$ cat src/rtl/fetch_unit.sv
// Instruction fetch stage sitting directly in front of the instruction cache.
//
// Owns the program counter and issues one ibus request at a time. Each request
// is held stable until data_ok. The returned word is then buffered and offered
// to decode on a valid/ready handshake. A redirect that arrives while a request
// is outstanding never withdraws that request: the stage waits for its data_ok
// in the discard state, drops the data, and then fetches from the redirect target.
//
// Ports:
//   clk            rising-edge clock
//   reset          asynchronous active-low reset
//   ireq           ibus request {valid, addr[63:0]}
//   iresp          ibus response {addr_ok, data_ok, data[31:0]}; addr_ok is unused
//   redirect_valid later stage requests a new fetch address
//   redirect_pc    new fetch address
//   out_ready      decode accepts the presented instruction
//   out_valid      instruction presented to decode
//   out_pc         PC of the presented instruction
//   out_inst       presented instruction word (0 when misaligned)
//   out_misalign   presented PC was not word aligned; no bus access was made

typedef struct packed {
  logic        valid;
  logic [63:0] addr;
} ibus_req_t;

typedef struct packed {
  logic        addr_ok;
  logic        data_ok;
  logic [31:0] data;
} ibus_resp_t;

module fetch_unit #(
  parameter logic [63:0] RESET_PC = 64'h8000_0000
) (
  input  logic        clk,
  input  logic        reset,
  output ibus_req_t   ireq,
  input  ibus_resp_t  iresp,
  input  logic        redirect_valid,
  input  logic [63:0] redirect_pc,
  input  logic        out_ready,
  output logic        out_valid,
  output logic [63:0] out_pc,
  output logic [31:0] out_inst,
  output logic        out_misalign
);

  localparam logic [1:0] StReq     = 2'd0;
  localparam logic [1:0] StHold    = 2'd1;
  localparam logic [1:0] StDiscard = 2'd2;

  logic [1:0]  state_q, state_d;
  logic [63:0] pc_q, pc_d;
  logic [63:0] pend_pc_q, pend_pc_d;
  logic [63:0] buf_pc_q, buf_pc_d;
  logic [31:0] buf_inst_q, buf_inst_d;
  logic        buf_mis_q, buf_mis_d;

  logic pc_aligned;
  logic data_ok;
  logic unused_addr_ok;

  assign pc_aligned     = (pc_q[1:0] == 2'b00);
  assign data_ok        = iresp.data_ok;
  // Completion is signalled by data_ok alone.
  assign unused_addr_ok = iresp.addr_ok;

  always_comb begin
    state_d    = state_q;
    pc_d       = pc_q;
    pend_pc_d  = pend_pc_q;
    buf_pc_d   = buf_pc_q;
    buf_inst_d = buf_inst_q;
    buf_mis_d  = buf_mis_q;

    case (state_q)
      StReq: begin
        if (redirect_valid) begin
          if (!pc_aligned || data_ok) begin
            // Nothing outstanding (or it just completed): retarget directly.
            pc_d = redirect_pc;
          end else begin
            // Cache has seen the request; it must run to completion first.
            pend_pc_d = redirect_pc;
            state_d   = StDiscard;
          end
        end else if (!pc_aligned) begin
          buf_pc_d   = pc_q;
          buf_inst_d = 32'h0;
          buf_mis_d  = 1'b1;
          state_d    = StHold;
        end else if (data_ok) begin
          buf_pc_d   = pc_q;
          buf_inst_d = iresp.data;
          buf_mis_d  = 1'b0;
          state_d    = StHold;
        end
      end

      StHold: begin
        if (redirect_valid) begin
          // Squash the buffer; out_ready is ignored this cycle.
          pc_d    = redirect_pc;
          state_d = StReq;
        end else if (out_ready) begin
          pc_d    = buf_pc_q + 64'd4;
          state_d = StReq;
        end
      end

      StDiscard: begin
        if (data_ok) begin
          pc_d    = redirect_valid ? redirect_pc : pend_pc_q;
          state_d = StReq;
        end else if (redirect_valid) begin
          pend_pc_d = redirect_pc;
        end
      end

      default: state_d = StReq;
    endcase
  end

  always_ff @(posedge clk or negedge reset) begin
    if (!reset) begin
      state_q    <= StReq;
      pc_q       <= RESET_PC;
      pend_pc_q  <= 64'h0;
      buf_pc_q   <= 64'h0;
      buf_inst_q <= 32'h0;
      buf_mis_q  <= 1'b0;
    end else begin
      state_q    <= state_d;
      pc_q       <= pc_d;
      pend_pc_q  <= pend_pc_d;
      buf_pc_q   <= buf_pc_d;
      buf_inst_q <= buf_inst_d;
      buf_mis_q  <= buf_mis_d;
    end
  end

  // The request is gated by reset so an in-flight access disappears at once on
  // assertion. DISCARD is only entered from an aligned outstanding request.
  always_comb begin
    ireq.valid = reset & (((state_q == StReq) & pc_aligned) | (state_q == StDiscard));
    ireq.addr  = pc_q;
  end

  assign out_valid    = (state_q == StHold);
  assign out_pc       = buf_pc_q;
  assign out_inst     = buf_inst_q;
  assign out_misalign = buf_mis_q;

endmodule

$ cat config.mk
export PLATFORM = sky130hd
export DESIGN_NAME = fetch_unit
export DESIGN_NICKNAME = d
export VERILOG_FILES = /design/src/rtl/fetch_unit.sv
export SDC_FILE = /design/constraint.sdc
export NUM_CORES = 1
export LEC_CHECK = 0
export ABC_CLOCK_PERIOD_IN_PS = 2400
export CAP_MARGIN = 20
export CORE_MARGIN = 1
export CORE_UTILIZATION = 35
export CTS_BUF_LIST = sky130_fd_sc_hd__clkbuf_8
export CTS_CLUSTER_SIZE = 28
export DETAILED_ROUTE_END_ITERATION = 6
export GPL_TIMING_DRIVEN = 0
export PLACE_DENSITY_LB_ADDON = 0.3
export SKIP_LAST_GASP = 1
export SLEW_MARGIN = 20
export SYNTH_ARGS = -nofsm -noshare
export SYNTH_HDL_FRONTEND = slang
export SYNTH_SLANG_ARGS = --single-unit
$ cat constraint.sdc
create_clock -name clk -period 2.4 [get_ports clk]
set_input_delay 0.24 -clock clk [delete_from_list [all_inputs] [get_ports clk]]
set_output_delay 0.24 -clock clk [all_outputs]
set_load 0.01 [all_outputs]
# Word level (Yosys, flattened, before mapping)
# Cells that the tools add are included.
dict set report totals {
  rom_bits 0
  in_bits 102
  latchBits 0
  elab_cells 57
  reg_bits 227
  out_inout_bits 163
  ramBits 0
  mem_count 0
}
dict set report op_classes {
  multipliers 0
  order_cmp 0
  n_div 0
  reduce_logical 10
  add_sub_neg 1
  bitwise_logic 4
  eq_ne 11
  shifts 0
  n_mux 25
}
# cell n
set op_table {}
lappend op_table {{$mux W64} 11}
lappend op_table {{$pmux W64 S3} 1}
lappend op_table {{$pmux W64 S2} 1}
lappend op_table {{$add A64 B3 Y64 const B} 1}
lappend op_table {{$mux W32} 2}
lappend op_table {{$mux W2} 7}
lappend op_table {{$ne A2 B2 Y1 const B} 6}
lappend op_table {{$reduce_and A4 Y1} 2}
lappend op_table {{$ne A3 B3 Y1 const B} 2}
lappend op_table {{$pmux W2 S3} 1}
lappend op_table {{$reduce_and A5 Y1} 1}
lappend op_table {{$logic_not A2 Y1} 2}
lappend op_table {{$ne A4 B4 Y1 const B} 1}
lappend op_table {{$reduce_and A3 Y1} 1}
lappend op_table {{$reduce_bool A3 Y1} 1}
lappend op_table {{$and A1 B1 Y1} 2}
lappend op_table {{$eq A2 B1 Y1 const B} 1}
lappend op_table {{$eq A2 B2 Y1 const B} 1}
lappend op_table {{$mux W1} 2}
lappend op_table {{$reduce_bool A2 Y1} 1}
lappend op_table {{$logic_not A1 Y1} 1}
lappend op_table {{$logic_or A1 B1 Y1} 1}
lappend op_table {{$not A1 Y1} 1}
lappend op_table {{$or A1 B1 Y1} 1}

# Depth between registers and ports, before layout
dict set report depth {
  ltp_word 6
  depth_mapped 10
  mapped_depth_nobuf 8
}

# Worst setup path after synthesis
# OpenSTA, ideal clock, no wires.
dict set report synth_timing {
  path_kind {flip-flop to flip-flop}
  startpoint {register buf_pc_q[2], in the netlist out_pc[2]}
  endpoint {register pc_q[56]}
  synth_period_minus_slack_ps 2297
  n_path_buf 0
  arrival_ps 2220
  t_required_ps 2323
  setup_ps 77
  stages_incl_launch_ff 8
  path_slack_ps 103
  path_cell_list {dfrtp_1 -> ha_1 -> nand3_1 -> nor4_4 -> nand4_1 -> or4_1 -> a211o_1 -> a21oi_1}
}
dict set report synth_between {
  elab_chain_len 4
}
# element line
set synth_lines {}
lappend synth_lines {{from (decl)} 56} ;# logic [63:0] buf_pc_q, buf_pc_d;
lappend synth_lines {{from (signal assigned)} 137} ;# buf_pc_q <= buf_pc_d;
lappend synth_lines {{$add A64 B3 Y64} 107} ;# pc_d = buf_pc_q + 64'd4;
lappend synth_lines {{$mux W64} 106} ;# end else if (out_ready) begin
lappend synth_lines {{$mux W64} 102} ;# if (redirect_valid) begin
lappend synth_lines {{$pmux W64 S3} 77} ;# case (state_q)
lappend synth_lines {{to (signal assigned)} 135} ;# pc_q <= pc_d;
lappend synth_lines {{to (decl)} 54} ;# logic [63:0] pc_q, pc_d;
# Every way passes these cells. The select of a mux whose other input is x is not followed.
# A chain may end at the register's enable or synchronous reset.

# Final worst setup path
dict set report layout_timing {
  startpoint {register state_q[0]}
  endpoint {register pc_q[24]}
}
dict set report layout_between {
  elab_chain_len 3
  word_cells_on_any_way 10
  cone_classes {eq/ne (6); mux (1); reduce/logical (3)}
}
# element line
set layout_lines {}
lappend layout_lines {{from (decl)} 53} ;# logic [1:0] state_q, state_d;
lappend layout_lines {{from (signal assigned)} 127} ;# state_q <= StReq;
lappend layout_lines {{from (signal assigned)} 134} ;# state_q <= state_d;
lappend layout_lines {{$eq A2 B1 Y1, or another cell as far along} 77}
lappend layout_lines {{$ne A3 B3 Y1 (no line), or another cell as far along} n/a}
lappend layout_lines {{$reduce_and A5 Y1 (no line)} n/a}
# Parallel ways exist; a longest one is shown, timed or not.

==> out/metrics.yaml <==
status: "finished with violations"
violations: "negative hold slack"
placeableCoreArea_um2: 31900
synthesized_area_um2: 11400
buffer_ports.inserted: 262
track_usage_pct: 25.9
p_seq_share_pct: 32.6
numPlacedInstances: 1938
power_density_nw_per_um2: 1460
root_buffer_selected_by_cts: "sky130_fd_sc_hd__clkbuf_8"
maxSlewViolCount: 0
postSynth.topFlopCell: "sky130_fd_sc_hd__dfrtp_1"
dp_slack_ps: -1150
netlist-cell-type-count: 55
rsz_0062_raised_after_global_routing: "true"
gp_congestion: 0.929
number_of_warning_messages_in_the_yosys_log: 0
numClockSinks: 227
dieArea_um2: 33400
initial_utilization_pct: 35.9
final_net_count: 1694
die_height_um: 183
power.ir.vdd_worst_mv: 0.829
first_global_vias: 11100
layout.cell_area.non_filler_um2: 16200
cpMaxStageDelayCell: "sky130_fd_sc_hd__a2111o_1"
asyncSetResetFlopFracSynth_pct: 100
nFillCells: 2959
detailroute.via_count: 11300
sequential_cell_area_um2: 5700
detailed_place_hpwl_um: 30900
synth_edf_count: 0
timing.critical_path.arrival_ps: 2750
routed_wirelength_um: 43800
drt_first_iter_violations: 878
p_sw_share_pct: 42.9
drtAntennaViolNets: 0
report.final.setup_viol: 0
maxCapViolCount: 0
cts_tree: "yes"
rows: 65
cp-startpoint: "state_q[0]"
wire_per_inst_um: 21.3
total_area_of_multi_input_combinational_cells_um2: 5620
cp_cell_sequence: "ha_1 -> nor3b_1 -> a2111o_1 -> buf_4 -> clkbuf_4 -> a221oi_1 -> o22ai_1"
worstPathRequired_ps: 2830
postSynthCellCount: 1239
fin_clk_skew_ps: 11.9
clock_power_share_pct: 15.9
area.growth.synth_to_final_pct: 42.1
number_of_buffers_added_by_the_clock_tree_synthesis_step: 42
postSynthAreaPerCell_um2: 9.23
critPathCaptureType: "flop"
placedInstanceArea_um2: 14700
fin_hold_ws_ps: -326
cp_slowest_stage_delay_ps: 480
grt_pass1_wl_um: 65600
cell_internal_pwr_mw: 13.6
crit_fanout: 10
total_nets_after_synthesis: 1346
fraction_of_final_layout_cells_with_drive_strength_greater_than_1_pct: 16.8
mostFrequentLayoutCells: "sky130_fd_sc_hd__nand2_1, sky130_fd_sc_hd__clkdlybuf4s50_1, sky130_fd_sc_hd__dfrtp_1"
post-route-drc-count: 0
setup_slack_ps: 76.9
timing.slew.headroom_pct: 48.4
power_switching_mw: 10.2
ys_seq_elements: 227
cts.clk_slew.worst_paths_ps: 60
maxClockFrequency_mhz: 430
critical_path.startpoint_type: "flop"
clock_insertion_delay_worst_skew_ps: 560
finish.cell_count_without_fillers: 2054
critical_path.reg2reg.startpoint: "state_q[0]"
chipWidth_um: 183
maximum_number_of_pins_on_one_net_before_global_route_repair: 79
avgViaCountPerCell: 5.51
most_common_cell_after_layout_fill_and_taps_aside: "sky130_fd_sc_hd__nand2_1"
htreeDepth: 2
clk_path_buf_depth: 3
yosysSeqAreaShare_pct: 49.7
grt_antenna_before_repair: 4
firstDrtPassIters: 5
power.combinational.fraction_pct: 51.5
timing_worst_slew_pin_value_ps: 774
grt_remaining_overflow: 0
post-route-min-period_ps: 2320
hold_viol: 77
total_leakage_power_nw: 6.97
critical_path_class: "reg -> reg"
path_buf_inv: 2
final.setup.tns_ps: 0
tightest_hold_check_type: "in -> async"
boundaryPins: 265
worst_path_dominant_cell_family: "compound AO/OA/AOI/OAI gates"
finalCritPeriodShare_pct: 96.8
-- Yosys cell counts (2+ instances only) --
library cell | n | area [um2]
sky130_fd_sc_hd__ha_1 | 5 | 62.6
sky130_fd_sc_hd__and4_1 | 5 | 43.8
sky130_fd_sc_hd__nor2_1 | 66 | 248
sky130_fd_sc_hd__o211ai_1 | 5 | 37.5
sky130_fd_sc_hd__nand3_1 | 61 | 305
sky130_fd_sc_hd__inv_1 | 8 | 30.0
sky130_fd_sc_hd__a21oi_1 | 37 | 185
sky130_fd_sc_hd__mux2_2 | 70 | 788
sky130_fd_sc_hd__o21ai_0 | 85 | 425
sky130_fd_sc_hd__nor3_1 | 23 | 115
sky130_fd_sc_hd__a211oi_1 | 5 | 37.5
sky130_fd_sc_hd__nand4_1 | 18 | 113
sky130_fd_sc_hd__nor4_1 | 10 | 62.6
sky130_fd_sc_hd__a22o_1 | 14 | 123
sky130_fd_sc_hd__dfrtp_1 | 226 | 5660
sky130_fd_sc_hd__a22oi_1 | 5 | 37.5
sky130_fd_sc_hd__buf_1 | 3 | 11.3
sky130_fd_sc_hd__a31oi_1 | 6 | 37.5
sky130_fd_sc_hd__clkbuf_1 | 75 | 282
sky130_fd_sc_hd__mux2i_1 | 2 | 20.0
sky130_fd_sc_hd__nor2b_1 | 4 | 25.0
sky130_fd_sc_hd__nand2_1 | 312 | 1170
sky130_fd_sc_hd__o31a_1 | 3 | 26.3
sky130_fd_sc_hd__o22ai_1 | 22 | 138
sky130_fd_sc_hd__and3_1 | 8 | 50.1
sky130_fd_sc_hd__a222oi_1 | 4 | 40.0
sky130_fd_sc_hd__a221oi_1 | 37 | 324
sky130_fd_sc_hd__a221o_1 | 6 | 60.1
sky130_fd_sc_hd__xnor2_1 | 33 | 289
sky130_fd_sc_hd__o31ai_1 | 3 | 22.5
sky130_fd_sc_hd__or3_1 | 6 | 37.5
sky130_fd_sc_hd__a21o_1 | 6 | 45.0
sky130_fd_sc_hd__o221ai_1 | 7 | 61.3
sky130_fd_sc_hd__nor3_2 | 2 | 20.0
sky130_fd_sc_hd__buf_2 | 3 | 15.0
sky130_fd_sc_hd__o21a_1 | 2 | 15.0
sky130_fd_sc_hd__and2_1 | 6 | 37.5
sky130_fd_sc_hd__xor2_1 | 22 | 193
sky130_fd_sc_hd__or2_2 | 2 | 12.5
sky130_fd_sc_hd__nand2b_1 | 6 | 37.5
sky130_fd_sc_hd__nand4_4 | 2 | 42.5
-- power groups by stage --
| stage | registers, mW | logic, mW | clock network, mW |
|---|---|---|---|
| 2_1_floorplan | 7.76 | 5.41 | 0 |
| 3_3_place_gp | 7.65 | 11.0 | 0 |
| 3_5_place_dp | 7.71 | 11.2 | 0 |
| 4_1_cts | 7.67 | 11.6 | 3.81 |
| 5_1_grt | 7.97 | 13.2 | 3.99 |
| 6_report | 7.74 | 12.2 | 3.76 |
-- layer usage --
layer	track usage (%)	routed length (um)	vias up
met3	5.74	4100	96
met4	10.9	1690	2
li1	-	-	5091
met1	34.9	18000	5522
met5	0	12	-
met2	40.0	20000	604
-- sequential cells by signal, summed over array words and instances (netlist names) --
register	cells
pend_pc_q	64
out_pc	64
state_q	2
out_inst	32
out_misalign	1
pc_q	64
-- what timing repair did --
| item | in CTS | in global routing |
|---|---|---|
| buffers inserted | 17 | 25 |
| pin swaps | 8 | 9 |
| cloned | 0 | 1 |
| endpoints found under the setup margin | 219 | 138 |
| resized for setup | 77 | 67 |
| endpoints found under the hold margin | 75 | 75 |
-- through the flow --
step / util [%] / total power [mW]
after floorplan: - / 13.2
after global placement: 45.8 / 18.7
after detailed placement: 46.0 / 18.9
after CTS: 49.5 / 23.1
after global routing: 50.9 / 25.1
final: 50.9 / 23.7
-- logic make-up after synthesis --
kind of cell | count (synthesis) | synth area share (%)
fa+ha+maj | 5 | 0.547
xor+xnor | 55 | 4.21
buf+inv | 91 | 3.02
simple gates | 536 | 20.8
mux | 72 | 7.07
compound gates | 253 | 14.6
flops | 227 | 49.7
-- path summary, 6_finish.rpt --
kind	depth (start not counted)	endpoint	slack [ps]
min	2	out_pc[39]	-330
max in group asynchronous	4	out_pc[15]	1610
min in group clk	3	out_inst[24]	230
min reg2reg	2	out_inst[14]	460
max	7	pc_q[24]	80
max reg2reg	7	pc_q[24]	80
-- area by class of cell --
type | instances | area share [%]
diodes | 3 | 0.0462
plain buffers | 75 | 2.50
clock buffers | 53 | 4.49
clock inverters | 20 | 0.655
inverters | 10 | 0.231
multi-input cells | 921 | 34.6
flip-flops and latches | 227 | 35.1
well taps | 435 | 3.35
repair buffers | 310 | 19.1
(Power assumes the default switching activity.)
